--- src/rtl/pipe_ctrl.sv ---
// -----------------------------------------------------------------------------
// pipe_ctrl -- stall/flush controller for a six-stage in-order pipeline.
//
// Purpose
//   Merges the per-stage stall requests into a per-stage hold vector.
//   Sequences EX redirects so that a redirect raised while EX is held waits
//   until EX can move. Runs a watchdog that flags a pipeline stalled for too
//   long.
//
// Parameters
//   TIMEOUT  consecutive stalled cycles before timeout_err sets (0 = off).
//            Must be at most 2**CNT_W-1.
//   CNT_W    watchdog counter width.
//
// Ports
//   clk            single clock, all state updates on posedge
//   rst_n          asynchronous active-low reset
//   stallreq_id    ID load-use hazard (holds PC/IF/ID)
//   stallreq_ex    EX multi-cycle unit busy (holds PC..EX)
//   stallreq_mem   data-memory wait (holds PC..MEM)
//   flush_req      EX redirect request, one-cycle pulse
//   flush_pc[63:0] redirect target, valid with flush_req
//   stall[5:0]     per-stage hold: 0 PC, 1 IF, 2 ID, 3 EX, 4 MEM, 5 WB
//   flush          squash IF/ID/EX and load PC from new_pc
//   new_pc[63:0]   registered redirect target
//   timeout_err    sticky watchdog error
//   state_dbg[1:0] current controller state (RUN=0, PEND=1, FLUSH=2)
//
// Handshake
//   flush_req is sampled only in RUN; there is no back-pressure on it.
//   A request seen in PEND or FLUSH is dropped, because the redirect
//   already in flight is older and therefore wins.
//
// Optional feature (macro PIPE_CTRL_PERF_EN)
//   perf_stall_cnt[63:0]  +1 on every cycle with stall[0]=1, wraps
//   perf_flush_cnt[31:0]  +1 on every entry into FLUSH, wraps
// -----------------------------------------------------------------------------
module pipe_ctrl #(
  parameter int unsigned TIMEOUT = 1024,
  parameter int unsigned CNT_W   = 16
) (
  input  logic        clk,
  input  logic        rst_n,
  input  logic        stallreq_id,
  input  logic        stallreq_ex,
  input  logic        stallreq_mem,
  input  logic        flush_req,
  input  logic [63:0] flush_pc,
  output logic [5:0]  stall,
  output logic        flush,
  output logic [63:0] new_pc,
  output logic        timeout_err,
`ifdef PIPE_CTRL_PERF_EN
  output logic [63:0] perf_stall_cnt,
  output logic [31:0] perf_flush_cnt,
`endif
  output logic [1:0]  state_dbg
);

  typedef enum logic [1:0] {
    RUN   = 2'd0,
    PEND  = 2'd1,
    FLUSH = 2'd2
  } state_t;

  localparam logic [5:0] STALL_MEM = 6'b011111;
  localparam logic [5:0] STALL_EX  = 6'b001111;
  localparam logic [5:0] STALL_ID  = 6'b000111;
  localparam logic [5:0] STALL_NONE = 6'b000000;

  // The watchdog compare is done one bit wider than the counter so that the
  // incremented value never wraps before it is compared with the limit.
  localparam logic [CNT_W:0]   WD_LIMIT = (CNT_W+1)'(TIMEOUT);
  localparam logic [CNT_W-1:0] WD_ONE   = CNT_W'(1);
  localparam logic [CNT_W-1:0] WD_MAX   = {CNT_W{1'b1}};
  localparam bit               WD_EN    = (TIMEOUT != 0);

  state_t state;
  state_t state_nxt;

  logic           accept_req;
  logic           enter_flush;
  logic           stall_any;
  logic [CNT_W-1:0] wd_cnt;
  logic [CNT_W:0]   wd_cnt_inc;
  logic           wd_hit;

  assign state_dbg = state;

  // ---------------------------------------------------------------------------
  // State register
  // ---------------------------------------------------------------------------
  always_ff @(posedge clk or negedge rst_n) begin
    if (!rst_n) begin
      state <= RUN;
    end else begin
      state <= state_nxt;
    end
  end

  // ---------------------------------------------------------------------------
  // Next state and outputs. In FLUSH the ID/EX requests are ignored: those
  // stages are being squashed anyway, so only a memory wait may hold the
  // pipeline and keep the flush asserted.
  // ---------------------------------------------------------------------------
  always_comb begin
    state_nxt   = state;
    stall       = STALL_NONE;
    flush       = 1'b0;
    accept_req  = 1'b0;
    enter_flush = 1'b0;

    if (state == FLUSH) begin
      if (stallreq_mem) begin
        stall = STALL_MEM;
      end
    end else if (stallreq_mem) begin
      stall = STALL_MEM;
    end else if (stallreq_ex) begin
      stall = STALL_EX;
    end else if (stallreq_id) begin
      stall = STALL_ID;
    end

    unique case (state)
      RUN: begin
        if (flush_req) begin
          accept_req = 1'b1;
          // EX held: the redirecting instruction has not left EX yet, so the
          // squash must wait until EX is released.
          if (stall[3]) begin
            state_nxt = PEND;
          end else begin
            state_nxt   = FLUSH;
            enter_flush = 1'b1;
          end
        end
      end
      PEND: begin
        if (!stallreq_mem && !stallreq_ex) begin
          state_nxt   = FLUSH;
          enter_flush = 1'b1;
        end
      end
      FLUSH: begin
        flush = 1'b1;
        if (!stallreq_mem) begin
          state_nxt = RUN;
        end
      end
      default: begin
        state_nxt = RUN;
      end
    endcase
  end

  // ---------------------------------------------------------------------------
  // Redirect target: captured only when the request is accepted in RUN.
  // ---------------------------------------------------------------------------
  always_ff @(posedge clk or negedge rst_n) begin
    if (!rst_n) begin
      new_pc <= 64'd0;
    end else if (accept_req) begin
      new_pc <= flush_pc;
    end
  end

  // ---------------------------------------------------------------------------
  // Watchdog. wd_cnt holds the number of consecutive stalled cycles already
  // completed. The error sets on the edge that ends the TIMEOUT-th stalled
  // cycle, which is when the count including the current cycle reaches the
  // limit. The error does not feed back into the stall logic or the FSM.
  // ---------------------------------------------------------------------------
  assign stall_any  = (stall != STALL_NONE);
  assign wd_cnt_inc = {1'b0, wd_cnt} + {{CNT_W{1'b0}}, 1'b1};
  assign wd_hit     = WD_EN && stall_any && (wd_cnt_inc >= WD_LIMIT);

  always_ff @(posedge clk or negedge rst_n) begin
    if (!rst_n) begin
      wd_cnt <= '0;
    end else if (!stall_any) begin
      wd_cnt <= '0;
    end else if (wd_cnt != WD_MAX) begin
      wd_cnt <= wd_cnt + WD_ONE;
    end
  end

  always_ff @(posedge clk or negedge rst_n) begin
    if (!rst_n) begin
      timeout_err <= 1'b0;
    end else if (wd_hit) begin
      timeout_err <= 1'b1;
    end
  end

`ifdef PIPE_CTRL_PERF_EN
  // ---------------------------------------------------------------------------
  // Performance counters, free-running and wrapping.
  // ---------------------------------------------------------------------------
  always_ff @(posedge clk or negedge rst_n) begin
    if (!rst_n) begin
      perf_stall_cnt <= 64'd0;
      perf_flush_cnt <= 32'd0;
    end else begin
      perf_stall_cnt <= perf_stall_cnt + {63'd0, stall[0]};
      perf_flush_cnt <= perf_flush_cnt + {31'd0, enter_flush};
    end
  end
`endif

endmodule

--- config.mk ---
export PLATFORM = sky130hd
export DESIGN_NAME = pipe_ctrl
export DESIGN_NICKNAME = d
export VERILOG_FILES = /design/src/rtl/pipe_ctrl.sv
export SDC_FILE = /design/constraint.sdc
export NUM_CORES = 1
export LEC_CHECK = 0
export CAP_MARGIN = 10
export CORE_MARGIN = 2
export CORE_UTILIZATION = 44
export CTS_BUF_LIST = sky130_fd_sc_hd__clkbuf_4
export CTS_CLUSTER_DIAMETER = 60
export CTS_CLUSTER_SIZE = 20
export DETAILED_ROUTE_END_ITERATION = 12
export PLACE_DENSITY = 0.91
export SETUP_SLACK_MARGIN = 0.02
export SLEW_MARGIN = 15
export SYNTH_ARGS = -nofsm -noshare
export SYNTH_HDL_FRONTEND = slang
export SYNTH_SLANG_ARGS = --single-unit
--- constraint.sdc ---
create_clock -name clk -period 1.9 [get_ports clk]
set_input_delay 0.38 -clock clk [delete_from_list [all_inputs] [get_ports clk]]
set_output_delay 0.38 -clock clk [all_outputs]
set_load 0.05 [all_outputs]
Yosys cells after proc, flatten, opt, wreduce, memory -nomap -nowiden
Index checks and enable logic that the tools add are counted.
W data, S select, Z words.

cells by class
  $add $sub $neg = 2
  $lt $le $gt $ge = 1
  equal/unequal tests = 7
  muxes and demuxes = 15
  reduce and logical (&&, ||, !) cells = 7

operator list
  cell                     count
  $mux W16                 2
  $add A16 B1 Y17 const B  1
  $ge A17 B11 Y1 const B   1
  $add A16 B1 Y16 const B  1
  $ne A16 B16 Y1 const B   1
  $mux W5                  2
  $mux W2                  4
  $mux W6                  1
  $ne A2 B2 Y1 const B     3
  $pmux W2 S3              1
  $reduce_bool A6 Y1       1
  $mux W4                  1
  $mux W1                  3
  $mux W3                  1
  $reduce_and A3 Y1        1
  $eq A2 B1 Y1 const B     1
  $eq A2 B2 Y1 const B     1
  $logic_and A1 B1 Y1      2
  $logic_not A1 Y1         2
  $logic_not A2 Y1         1
  $ne A2 B1 Y1 const B     1

word-level totals
  register bits after elaboration = 83
  input port bits = 70
  output and inout bits = 74

Depth between registers and ports, before layout
Gate-level depths: netlist of run 1.

  word-level depth = 7
  mapped depth = 6

Worst setup path before layout of run 1
OpenSTA, ideal clock, no wires.

  kind = register -> output
  start point = register state[1] (netlist: state_dbg[1])
  end point = output stall[1]
  data arrival time = 2.510 ns
  data required time = 1.520 ns
  path slack = -0.990 ns
  stages on the path, launching flop included = 6
  buffers on the path = 1
  cells stage by stage = dfrtp_1 > nor2b_1 > nor2_1 > nor2_1 > inv_1 > buf_4

between the ends
  cells in the longest elaborated chain, start to end = 2

RTL lines
  element                   line  text
  start: declaration        78    state_t state;
  start signal: assignment  97    state <= state_nxt;
  $eq A2 B2 Y1              113   if (state == FLUSH) begin
  $mux W6                   113
  end: declaration          49    output logic [5:0] stall,

No other way between the ends.

Final worst setup path of run 1
  start point = input stallreq_ex
  end point = output stall[2]

between the ends
  cells in the longest elaborated chain, start to end = 3

RTL lines
  element             line  text
  start: declaration  45    input logic stallreq_ex,
  $mux W4             119   end else if (stallreq_ex) begin
  $mux W5             117   end else if (stallreq_mem) begin
  $mux W6             113

No other way between the ends.

==> results of run 1 <==
-- sequential cells by signal, summed over array words and instances, names as in the netlist --
| signal | cells |
|---|---|
| new_pc | 64 |
| timeout_err | 1 |
| state_dbg | 2 |
| wd_cnt | 16 |
-- kinds of logic (layout without fill, tap and decap cells) --
group / after synthesis / count (layout) / synth area share (%)
muxes: 66 / 66 / 21.8
xor gates and xnor gates: 6 / 6 / 1.55
adders and majority gates: 1 / 1 / 0.369
and+or+nand+nor: 48 / 48 / 7.59
DFF: 83 / 83 / 61.2
other: 1 / 1 / 0.110
AOI/OAI and AO/OA: 27 / 27 / 4.64
buffers and inverters: 18 / 174 / 2.73
-- worst reg2reg max path, stage by stage, from the launching register on --
cell	delay, ps
dfrtp_1	440
ha_2	270
nand2_1	90
or4_1	640
a31oi_1	230
-- path summary, 6_finish.rpt --
kind / end
min in group clk: new_pc[34]
worst min register to register: new_pc[34]
max in group asynchronous: new_pc[18]
worst max-delay path: stall[2]
worst max register to register: wd_cnt[7]
worst min-delay path: new_pc[28]
-- Yosys cell counts (2+ instances only) --
library cell	n	share of area [%]
and4_1	2	0.52
nand3_1	5	0.74
nor4_1	4	0.74
mux2_2	64	21
nor2_1	12	1.3
nand2_1	6	0.66
xnor2_1	5	1.3
o21ai_0	8	1.2
a21oi_1	11	1.6
inv_1	3	0.33
mux2i_1	2	0.59
buf_4	4	0.88
dfrtp_1	83	61
a31oi_1	2	0.37
nand4_1	4	0.74
or3_1	7	1.3
clkbuf_1	3	0.33
buf_2	8	1.2
nor3_1	4	0.59
-- final cells by class --
cell class                      instances  share of cell area [%]
Multi-Input combinational cell        149                    24.5
Sequential cell                        83                    40.8
Inverter                                3                   0.270
Clock inverter                          6                    1.10
Clock buffer                           10                    1.47
Timing Repair Buffer                  155                    29.4
Tap cell                              102                    2.50
-- layout by cell type (no fill, tap or decap), types with 2 or more instances in the layout --
| cell type | instances |
|---|---|
| a21oi_1 | 11 |
| a31oi_1 | 2 |
| and4_1 | 2 |
| buf_12 | 6 |
| buf_4 | 25 |
| buf_8 | 3 |
| clkbuf_4 | 10 |
| clkdlybuf4s50_1 | 68 |
| clkinv_2 | 3 |
| dfrtp_1 | 81 |
| dfrtp_2 | 2 |
| dlygate4sd2_1 | 52 |
| inv_1 | 2 |
| mux2_2 | 64 |
| mux2i_1 | 2 |
| nand2_1 | 6 |
| nand3_1 | 5 |
| nand4_1 | 4 |
| nor2_1 | 10 |
| nor3_1 | 4 |
| nor4_1 | 4 |
| o21ai_0 | 8 |
| or3_1 | 7 |
| xnor2_1 | 5 |
-- stage by stage --
stage | TNS (ps) | setup slack, ps
2_1_floorplan | -171 | -85.7
3_3_place_gp | 0 | 44.1
3_5_place_dp | 0 | 20.0
4_1_cts | 0 | 6.12
5_1_grt | -132 | -45.7
6_report | 0 | 26.0
-- where the power goes --
part	total [mW]	leakage, nW	internal [mW]	switching, mW
registers	2.46	0.997	2.21	0.253
logic	2.97	1.11	0.990	1.98
clock network	0.973	0.0736	0.406	0.567
total	6.40	2.18	3.60	2.80
-- metal layers --
layer	up-vias	GRT usage, %	routed length [um]
li1	1197	-	-
met4	0	7.59	97
met3	10	5.01	496
met2	89	32.8	4100
met5	-	0	0
met1	1233	20.9	3020
-- timing repair --
item	CTS	global route
setup endpoints to repair	55	8
pin swaps	1	1
resized for setup	52	9
hold buffers	1	0
hold endpoints to repair	38	0
buffers inserted	2	0
==> out/metrics.yaml, run 1 <==
run_status:
  outcome: "complete, no violations"
layout:
  regArea_sq_um: 2080
  multiInputGateArea_sq_um: 1250
  instances_no_fill: 508
  drive_gt1_share_pct: 30.0
  design_area_sq_um: 5100
  antenna_cells: 0
  fillerInstances: 604
  area_delta_synth_final_pct: 50.3
  fin_nets: 472
  final_core_util_pct: 67.1
floorplanning:
  initial_utilization_pct: 44.6
  die_h_um: 91.8
  ios: 144
  die_w_um: 91.8
  die-area_sq_um: 8430
  core_region_area_sq_um: 7610
  fp-row-count: 32
timing:
  period_needed_ps: 1870
  clock_skew_ps: 14.2
  rsz0062_at_grt: "true"
  finalHoldViolCount: 0
  slew_headroom_pct: 65.2
  slew_violations: 0
  worst_slew_pin_slew_ps: 524
  fmax_mhz: 534
  fin_crit_sh_pct: 98.6
  setup_viol: 0
  timing.hold.ws_ps: 482
synth:
  dominantRegCellSynth: "dfrtp_1"
  syn-instance-count: 250
  async_flop_share_pct: 100
  synth-seq-cells: 83
  synth_edf_count: 0
  yosysWarnings: 0
  syn-mean-instance-area_sq_um: 13.6
  netlist_area_sq_um: 3390
  yosys.cell_types.count: 32
  yosysSeqAreaShare_pct: 61.2
  synth_nets: 321
place:
  gp_congestion: 0.799
  dpl-instance-area_sq_um: 4980
  dp_hpwl_um: 5780
  numPortBuffers: 142
  dp.cells: 489
cts:
  ctsLongestPathBuffers: 2
  cts_buffers: 9
  clk_latency_ps: 400
  htree_levels: 3
  cts_tree: "yes"
  cts_root_buf: "clkbuf_4"
  clk_pin_slew_ps: 120
  cts_sinks: 83
critical_path:
  crit_type: "input port to output pin"
  critical_path_depth: 6
  r2r_slack_ps: 130
  cp_max_fo: 6
  critPathCaptureType: "output pin"
  crit_buf_inv: 3
  critical-path-slowest-cell: "clkdlybuf4s50_1"
  path_delay_family: "buffers and inverters"
  reg2reg_depth: 4
  critical_path.startpoint_type: "input port"
  cpPeakStageDelay_ps: 510
  startpoint: "stallreq_ex"
  crit_chain: "clkdlybuf4s50_1 -> nor2_1 -> nor2_2 -> nor2_4 -> inv_4 -> buf_8"
  crit_arrival_ps: 1490
  worstReg2RegStart: "wd_cnt[0]"
  worst_ep_required_time_ps: 1520
drt:
  drc: 0
  num_vias: 2529
  drt-pass1-iter-count: 4
  wl_um: 7720
  vias_per_cell: 4.98
  ant_nets: 0
  drtIter0Drc: 121
  routedWlPerCell_um: 15.2
pwr:
  power_mw: 6.40
  peakVddDrop_uv: 818
  cellLeakagePower_nw: 2.18
  p_per_area_nw_per_um2: 1250
global_route:
  overflow: 0
  grt_pass1_vias: 2564
  grt_util_all_layers_pct: 18.4
  antenna_found_initial: 0
  grt_max_degree: 46
  grt_pass1_wl_um: 12200
hold_path:
  hold_class: "input port to asynchronous set/reset pin"
run:
  cap_violations: 0
(Power assumes the default switching activity.)
==> run 2: changes to the inputs <==
--- a/config.mk
+++ b/config.mk
@@ -10,7 +10,7 @@
 export CORE_UTILIZATION = 44
 export CTS_BUF_LIST = sky130_fd_sc_hd__clkbuf_4
 export CTS_CLUSTER_DIAMETER = 60
-export CTS_CLUSTER_SIZE = 20
+export CTS_CLUSTER_SIZE = 24
 export DETAILED_ROUTE_END_ITERATION = 12
 export PLACE_DENSITY = 0.91
 export SETUP_SLACK_MARGIN = 0.02
==> results of run 2 <==
Same layout as run 1: the final DEF is identical, and so are final timing and power.
